**src/rtl/n_addsub_pipe.sv**
```systemverilog
// n_addsub_pipe: two-stage pipelined add/subtract unit with valid/ready
// handshaking, four operation modes and registered status flags.
//
// Ports:
//   clk            rising-edge clock
//   rst_n          asynchronous active-low reset
//   in_valid       operands/op valid this cycle
//   in_ready       unit can accept (transfer on in_valid && in_ready)
//   op             2'b00 ADD, 2'b01 SUB, 2'b10 ABSDIFF, 2'b11 SATADD
//   A, B           N-bit operands
//   out_valid      result and flags valid
//   out_ready      consumer accepts (transfer on out_valid && out_ready)
//   z              N-bit result
//   cout           carry (ADD/SATADD) or borrow (SUB/ABSDIFF)
//   negative_flag  sign of result (ADD/SUB), borrow (ABSDIFF), 0 (SATADD)
//   zero_flag      z == 0
//   overflow_flag  signed overflow (ADD/SUB), saturation (SATADD), 0 (ABSDIFF)
//
// Stage 1 registers the operands; the arithmetic is evaluated combinationally
// from stage 1 and captured into stage 2, which drives every output.
module n_addsub_pipe #(
    parameter int unsigned N = 32
) (
    input  logic         clk,
    input  logic         rst_n,
    input  logic         in_valid,
    output logic         in_ready,
    input  logic [1:0]   op,
    input  logic [N-1:0] A,
    input  logic [N-1:0] B,
    output logic         out_valid,
    input  logic         out_ready,
    output logic [N-1:0] z,
    output logic         cout,
    output logic         negative_flag,
    output logic         zero_flag,
    output logic         overflow_flag
);

    typedef enum logic [1:0] {
        OP_ADD     = 2'b00,
        OP_SUB     = 2'b01,
        OP_ABSDIFF = 2'b10,
        OP_SATADD  = 2'b11
    } op_e;

    // Stage 1
    logic [N-1:0] a_q, b_q;
    op_e          op_q;
    logic         s1_valid_q;

    // Stage 2
    logic [N-1:0] z_q;
    logic         cout_q, neg_q, zero_q, ovf_q;
    logic         s2_valid_q;

    // Next-state values for stage 2
    logic [N-1:0] z_d;
    logic         cout_d, neg_d, zero_d, ovf_d;

    logic [N:0]   sum;
    logic [N:0]   dif;
    logic         borrow;
    logic         adv;
    logic         accept;

    // Stage 2 can take new data when empty or being drained this cycle.
    assign adv      = !s2_valid_q || out_ready;
    assign in_ready = rst_n && (!s1_valid_q || adv);
    assign accept   = in_valid && in_ready;

    always_comb begin
        sum    = {1'b0, a_q} + {1'b0, b_q};
        dif    = {1'b0, a_q} + {1'b0, ~b_q} + (N+1)'(1);
        // Carry out of A + ~B + 1 is set when no borrow occurred.
        borrow = ~dif[N];

        z_d    = '0;
        cout_d = 1'b0;
        neg_d  = 1'b0;
        ovf_d  = 1'b0;

        unique case (op_q)
            OP_ADD: begin
                z_d    = sum[N-1:0];
                cout_d = sum[N];
                neg_d  = sum[N-1];
                ovf_d  = (a_q[N-1] == b_q[N-1]) && (sum[N-1] != a_q[N-1]);
            end
            OP_SUB: begin
                z_d    = dif[N-1:0];
                cout_d = borrow;
                neg_d  = dif[N-1];
                ovf_d  = (a_q[N-1] != b_q[N-1]) && (dif[N-1] != a_q[N-1]);
            end
            OP_ABSDIFF: begin
                // On borrow, negate the wrapped A-B to get B-A.
                z_d    = borrow ? (~dif[N-1:0] + N'(1)) : dif[N-1:0];
                cout_d = borrow;
                neg_d  = borrow;
            end
            OP_SATADD: begin
                z_d    = sum[N] ? '1 : sum[N-1:0];
                cout_d = sum[N];
                ovf_d  = sum[N];
            end
            default: ;
        endcase

        zero_d = (z_d == '0);
    end

    always_ff @(posedge clk or negedge rst_n) begin
        if (!rst_n) begin
            a_q        <= '0;
            b_q        <= '0;
            op_q       <= OP_ADD;
            s1_valid_q <= 1'b0;
        end else if (accept) begin
            a_q        <= A;
            b_q        <= B;
            op_q       <= op_e'(op);
            s1_valid_q <= 1'b1;
        end else if (adv) begin
            s1_valid_q <= 1'b0;
        end
    end

    always_ff @(posedge clk or negedge rst_n) begin
        if (!rst_n) begin
            z_q        <= '0;
            cout_q     <= 1'b0;
            neg_q      <= 1'b0;
            zero_q     <= 1'b0;
            ovf_q      <= 1'b0;
            s2_valid_q <= 1'b0;
        end else if (adv) begin
            s2_valid_q <= s1_valid_q;
            if (s1_valid_q) begin
                z_q    <= z_d;
                cout_q <= cout_d;
                neg_q  <= neg_d;
                zero_q <= zero_d;
                ovf_q  <= ovf_d;
            end
        end
    end

    assign out_valid     = s2_valid_q;
    assign z             = z_q;
    assign cout          = cout_q;
    assign negative_flag = neg_q;
    assign zero_flag     = zero_q;
    assign overflow_flag = ovf_q;

endmodule

```
**config.mk**
```make
export PLATFORM = sky130hd
export DESIGN_NAME = n_addsub_pipe
export DESIGN_NICKNAME = d
export VERILOG_FILES = /design/src/rtl/n_addsub_pipe.sv
export SDC_FILE = /design/constraint.sdc
export NUM_CORES = 1
export LEC_CHECK = 0
export ABC_AREA = 1
export ABC_CLOCK_PERIOD_IN_PS = 3770
export BUFFER_PORTS_ARGS = -buffer_cell sky130_fd_sc_hd__buf_2
export CORE_MARGIN = 3
export CORE_UTILIZATION = 60
export DETAILED_ROUTE_END_ITERATION = 10
export GPL_TIMING_DRIVEN = 0
export PLACE_DENSITY = 0.87
export SLEW_MARGIN = 20
export SYNTH_ARGS = -nofsm -noshare
export SYNTH_HDL_FRONTEND = slang
export SYNTH_SLANG_ARGS = --single-unit
export TNS_END_PERCENT = 50
```
**constraint.sdc**
```tcl
create_clock -name clk -period 3.77 [get_ports clk]
set_input_delay 0.377 -clock clk [delete_from_list [all_inputs] [get_ports clk]]
set_output_delay 0.377 -clock clk [all_outputs]
set_load 0.01 [all_outputs]
```
Word-level counts from Yosys, hierarchy flattened
Cells that the tools add are included.
Widths: inputs -> output; s select.
{ "classes": {"n_eq_ne": 7, "n_bitwise": 3, "addsub": 4, "n_mux": 8, "n_reduce_logical": 14} }
{ "ops": {"columns": ["cell", "count"], "rows": [
  ["$pmux 32 s4", 1],
  ["$add 32x32->33", 2],
  ["$mux 32", 2],
  ["$not 32->32", 2],
  ["$add 33x1->33 const B", 1],
  ["$add 32x1->32 const B", 1],
  ["$logic_not 32->1", 1],
  ["$pmux 1 s3", 2],
  ["$eq 2x2->1 const B", 2],
  ["$logic_and 1x1->1", 4],
  ["$reduce_or 2->1", 2],
  ["$ne 1x1->1", 3],
  ["$eq 2x1->1 const B", 1],
  ["$logic_not 1->1", 2],
  ["$logic_not 2->1", 1],
  ["$logic_or 1x1->1", 2],
  ["$mux 1", 2],
  ["$pmux 1 s2", 1],
  ["$reduce_and 2->1", 1],
  ["$reduce_bool 2->1", 1],
  ["$eq 1x1->1", 1],
  ["$not 1->1", 1]
]} }
{ "word_totals": {"out_inout_bits": 38, "ff_bits": 104, "elab_cells": 46, "inputBits": 70} }

Logic depth before layout (Yosys ltp)
{ "depth": {"ltp_word": 8, "mapped_depth": 29, "depth_no_buf": 28} }

Worst setup path before layout
OpenSTA, ideal clock, no wires.
{ "synth_path": {"kind": "reg-to-reg", "startpoint": "register a_q[0]", "endpoint": "register zero_q, in the netlist zero_flag", "t_required_ns": 3.654, "path_buffers": 0, "path_slack_ns": 0.933, "arrival_time_ns": 2.721, "path_stages_with_launch": 24, "period_less_slack_ns": 2.837, "setup_ns": 0.116, "cell_sequence": "dfrtp_1 inv_1 ha_1 inv_1 fa_1 inv_1 ha_1 nand2_1 nor2_1 nand3_1 nor2_4 nand2_2 nor2_2 nand2_1 o21ai_1 nand2_1 nand2_1 nand3_1 a21oi_2 nor2_1 nand2_1 nor2_1 nand2_1 nand2_1"} }
{ "synth_between": {"elab_chain_len": 7, "elab_cells_between_ends": 9, "cone_classes": "add/sub (4); mux (3); bitwise (1); reduce/logical (1)"} }
{ "synth_lines": {"columns": ["element", "line_no", "text"], "rows": [
  ["start, declared", "48", "logic [N-1:0] a_q, b_q;"],
  ["start signal, assigned", "115", "a_q <= '0;"],
  ["start signal, assigned", "120", "a_q <= A;"],
  ["$add 32x32->33", "74", "dif = {1'b0, a_q} + {1'b0, ~b_q} + (N+1)'(1);"],
  ["$add 33x1->33", "74", null],
  ["$not 32->32", "98", "z_d = borrow ? (~dif[N-1:0] + N'(1)) : dif[N-1:0];"],
  ["$add 32x1->32", "98", null],
  ["$mux 32", "98", null],
  ["$pmux 32 s4 *", "83", "unique case (op_q)"],
  ["$logic_not 32->1 *", "110", "zero_d = (z_d == '0);"],
  ["end signal, assigned", "143", "zero_q <= zero_d;"],
  ["end, declared", "54", "logic cout_q, neg_q, zero_q, ovf_q;"]
]} }
Every way passes the cells marked *; elsewhere a longest branch is shown, timed or not.
A chain may end at the register's enable or synchronous reset.

Worst setup path after layout
Ends and elaborated chain as after synthesis.

==> impl_summary.log <==
[metrics] endpoints failing setup: 0
[metrics] flops & latches, synth: 104
[metrics] arrival time at the worst endpoint: 3.94 ns
[metrics] startpoint of the most critical register-to-register path: a_q[0]
[metrics] share of power burned in the clock network: 0.143
[metrics] Register-to-Register Path Depth: 24
[metrics] overall power: 7530 uW
[metrics] P_int: 3550 uW
[metrics] final routed wirelength across all metal layers: 37,600 um
[metrics] H-tree depth reported by CTS: 3
[metrics] multi-input combinational cell area: 6900 sq um
[metrics] dpl cells: 2,122
[metrics] maxcap violations: 0
[metrics] sw frac: 0.529
[metrics] Largest stage delay, worst path: 0.41 ns
[metrics] cell count after synthesis: 1,789
[metrics] worst setup path category: register to register
[metrics] most common cell in the synthesized netlist: sky130_fd_sc_hd__nand2_1
[metrics] Register-to-Register Setup Slack: 0.14 ns
[metrics] Tmin final: 3.63 ns
[metrics] clk root buf: sky130_fd_sc_hd__clkbuf_16
[metrics] kind of cell with the highest combined delay on the critical path: simple AND/OR/NAND/NOR gates
[metrics] sequential share of power: 0.210
[metrics] destination of the worst register-to-register timing path: zero_flag
[metrics] worst hold-check path type: input port to register
[metrics] combined area of all synthesized cells: 10,900 sq um
[metrics] area share of the leading cell type in the synthesized netlist: 0.240
[metrics] Post-synth top flop: sky130_fd_sc_hd__dfrtp_1
[metrics] number of cells in the finished layout apart from fillers: 2,138
[metrics] global-route wire length before repair: 58,700 um
[metrics] chain of cells forming the critical path: inv_1 -> ha_1 -> inv_2 -> fa_2 -> nand3_1 -> nand3_1 -> nand2_1 -> nand2_2 -> nand2_1 -> nand2_1 -> nand2_1 -> nand2_4 -> inv_4 -> clkbuf_4 -> nand3_1 -> nand3_1 -> nand4_1 -> nand2_1 -> nand3_1 -> nor2_1 -> nand3_1 -> nor2_1 -> nand2_1 -> nand2_1
[metrics] highest fanout seen on the critical path: 10
[metrics] Final period util: 0.963
[metrics] per-instance average area after synthesis: 6.07 sq um
[metrics] fraction of registers with async set or reset after synthesis: 1.00
[metrics] register area share after synthesis: 0.240
[metrics] Clock Tree Buf Depth: 2
[metrics] total power per unit cell area: 624 nW/um^2
[metrics] distinct cell type count after synthesis: 48
[metrics] Slew Limit Headroom: 0.316
[metrics] clock slew at the register clock pins of the worst setup and hold paths: 0.08 ns
[metrics] per-cell via count in the routed design: 5.66
[metrics] most frequent cell on the critical path: sky130_fd_sc_hd__nand2_1
[metrics] logic gate share of total power: 0.647
[metrics] floorplan die area: 19,700 sq um
[metrics] core outline area: 17,500 sq um
[metrics] number of rows created at floorplan: 48
[metrics] pin slew with the least headroom to its limit: 1.03 ns
[metrics] share of final-layout standard cells stronger than drive strength 1: 0.133
[metrics] net count after synthesis: 1,931
[metrics] worst-path cell with the longest stage delay: sky130_fd_sc_hd__dfrtp_1
[metrics] biggest area contributors in the synthesized netlist: sky130_fd_sc_hd__dfrtp_1 24%, sky130_fd_sc_hd__nand2_1 20%, sky130_fd_sc_hd__inv_1 9.4%, sky130_fd_sc_hd__ha_1 8.1%, sky130_fd_sc_hd__nand3_1 6.6%
[metrics] Post-DP HPWL: 30,900 um
[metrics] cell accounting for the most synthesized area: sky130_fd_sc_hd__dfrtp_1
[metrics] Diodes inserted: 0
[metrics] critical path buffer and inverter count: 4
[metrics] TritonCTS clock tree: built
[metrics] total count of max-transition violations in the final report: 0
[metrics] number of synthesized flops with an enable pin: 0
[metrics] crit path capture: zero_flag
[metrics] total of warnings raised by yosys: 0
[metrics] switching power summed over all nets: 3980 uW
[metrics] final-layout setup total negative slack: 0 ns
[metrics] number of inserted filler cells in the final layout: 1,526
[metrics] starting utilization of the core area: 0.621
[metrics] worst supply voltage drop on vdd: 0.371 mV
[metrics] leakage power total: 0.00677 uW
[metrics] Avg WL per Cell: 17.6 um
[metrics] number of detailed-routing iterations run before antenna repair: 8
[metrics] vias in the first global route: 11,200
[metrics] total number of clock tree sinks: 104
[metrics] Port Buf Inserts: 107
[metrics] Overall Global Routing Usage: 0.377
[metrics] worst slack, placed: 0.134 ns
[metrics] data required time of the worst path: 4.08 ns
[metrics] total stage count of the critical path: 24
[metrics] result of the run: finished clean
[metrics] # IOs: 108
[metrics] height of the die: 140 um
[metrics] DRC marker count from the first detailed-route iteration: 1,419
[metrics] Final Hold Violating Endpoints: 0
[metrics] start point of the critical path: a_q[0]
[metrics] kind of launch point of the worst setup path: register
[metrics] GP Congestion: 1.03
[metrics] insertion delay to the later sink of the worst-skew pair: 0.36 ns
[metrics] number of design rule violations left after detail routing: 0
[metrics] antenna violations before repair: 0
[metrics] Setup Skew: 0.0112 ns
[metrics] number of CTS-inserted buffers: 9
[metrics] standard cell area after detailed placement: 11,700 sq um
[metrics] Achievable Freq: 275 MHz
[metrics] overflow left after global routing: 0
[metrics] Design Area, Final: 12,100 sq um
[metrics] antenna-violating nets left: 0
[metrics] pin count of the biggest net entering global routing: 55
[metrics] width of the die: 140 um
[metrics] Synth top cells by count: 580 x sky130_fd_sc_hd__nand2_1, 272 x sky130_fd_sc_hd__inv_1, 189 x sky130_fd_sc_hd__nor2_1
[metrics] area taken by flip-flops and latches: 2600 sq um
[metrics] critical path endpoint category: register
[metrics] Vias: 12,100
[metrics] final worst setup slack: 0.139 ns
[metrics] net total in the final layout: 2,051
[metrics] unrepaired setup endpoints after global routing: false
[metrics] Layout area overhead: 11.2%
## through the flow
stage	utilization	hold slack, ns
2_1_floorplan	-	0.0814
3_3_place_gp	0.668	0.459
3_5_place_dp	0.670	0.353
4_1_cts	0.689	0.241
5_1_grt	0.690	0.248
6_report	0.690	0.246
## cells in the final DEF, fill, tap and decap left out, types with 3 or more instances in the layout
master	synthesis	routed
sky130_fd_sc_hd__nand2_1	580	580
sky130_fd_sc_hd__o21ai_2	3	4
sky130_fd_sc_hd__dfrtp_1	104	104
sky130_fd_sc_hd__inv_2	5	6
sky130_fd_sc_hd__nand3_1	143	143
sky130_fd_sc_hd__o21ai_0	75	75
sky130_fd_sc_hd__a21o_1	6	6
sky130_fd_sc_hd__nor2_2	9	12
sky130_fd_sc_hd__buf_1	4	4
sky130_fd_sc_hd__a21oi_2	5	5
sky130_fd_sc_hd__buf_6	5	6
sky130_fd_sc_hd__nand4_1	18	18
sky130_fd_sc_hd__o21ai_1	8	7
sky130_fd_sc_hd__a31oi_1	3	3
sky130_fd_sc_hd__o21bai_1	7	7
sky130_fd_sc_hd__nand3b_1	6	6
sky130_fd_sc_hd__nor3_1	8	7
sky130_fd_sc_hd__nand3_2	8	8
sky130_fd_sc_hd__a21oi_1	96	96
sky130_fd_sc_hd__o211ai_1	4	4
sky130_fd_sc_hd__nor2_1	189	186
sky130_fd_sc_hd__xor2_1	18	18
sky130_fd_sc_hd__inv_1	272	271
sky130_fd_sc_hd__nand2_2	26	26
sky130_fd_sc_hd__mux2_2	31	31
sky130_fd_sc_hd__or2_2	4	4
sky130_fd_sc_hd__buf_2	12	117
sky130_fd_sc_hd__o22ai_1	8	8
sky130_fd_sc_hd__and3_1	3	3
sky130_fd_sc_hd__buf_4	11	11
sky130_fd_sc_hd__ha_1	70	70
sky130_fd_sc_hd__clkbuf_1	26	26
sky130_fd_sc_hd__clkbuf_16	0	9
## worst min-delay path by stage
stage / start / endpoint / slack [ns] / cells past startpoint
3_3_place_gp: zero_flag / zero_flag / 0.46 / 2
3_5_place_dp: rst_n / z[28] / 0.35 / 1
6_report: A[6] / a_q[6] / 0.25 / 2
2_1_floorplan: rst_n / a_q[0] / 0.08 / 0
4_1_cts: A[6] / a_q[6] / 0.24 / 2
5_1_grt: A[7] / a_q[7] / 0.25 / 2
## power by group through the flow
stage / Combinational (uW) / Sequential (uW) / Clock, uW
floorplan: 3190 / 1670 / 0
global placement: 4580 / 1580 / 0
detailed placement: 4690 / 1600 / 0
CTS: 4710 / 1580 / 1070
global route: 5350 / 1620 / 1110
finish: 4870 / 1580 / 1070
## cell type report
cell class,count,area share
Multi-Input combinational cell,1347,0.572
Sequential cell,104,0.216
Inverter,280,0.0873
Timing Repair Buffer,109,0.0480
Buffer,58,0.0260
Tap cell,225,0.0233
Clock buffer,11,0.0209
Clock inverter,4,0.00643
## sequential cells by signal, indices dropped and copies added, names as in the netlist
name / count
cout: 1
op_q: 2
z: 32
zero_flag: 1
b_q: 32
negative_flag: 1
a_q: 32
out_valid: 1
overflow_flag: 1
s1_valid_q: 1
## timing repair
action / in CTS / in global routing
hold buffers: 1 / 0
endpoints found under the hold margin: 48 / 0
gates resized for setup: 0 / 8
endpoints found under the setup margin: 0 / 1
buffers inserted: 0 / 0
## layer usage
metal  GRT usage  share of wire  routed length (um)  vias up
li1            -              -                   -     5840
met1       0.507           0.41               15200     5486
met2       0.612           0.45               16900      670
met3      0.0423          0.098                3670      109
met4       0.167          0.046                1720        0
met5           0              0                   0        -
## cells by family after synthesis
| group | Yosys count | synth area share |
|---|---|---|
| and+or+nand+nor | 1001 | 0.387 |
| DFF | 104 | 0.240 |
| buffers and inverters | 338 | 0.126 |
| AOI/OAI and AO/OA | 223 | 0.114 |
| xor gates and xnor gates | 20 | 0.0168 |
| muxes | 31 | 0.0322 |
| adders and majority gates | 72 | 0.0844 |
Note: power is estimated with default switching activity, not from simulation.
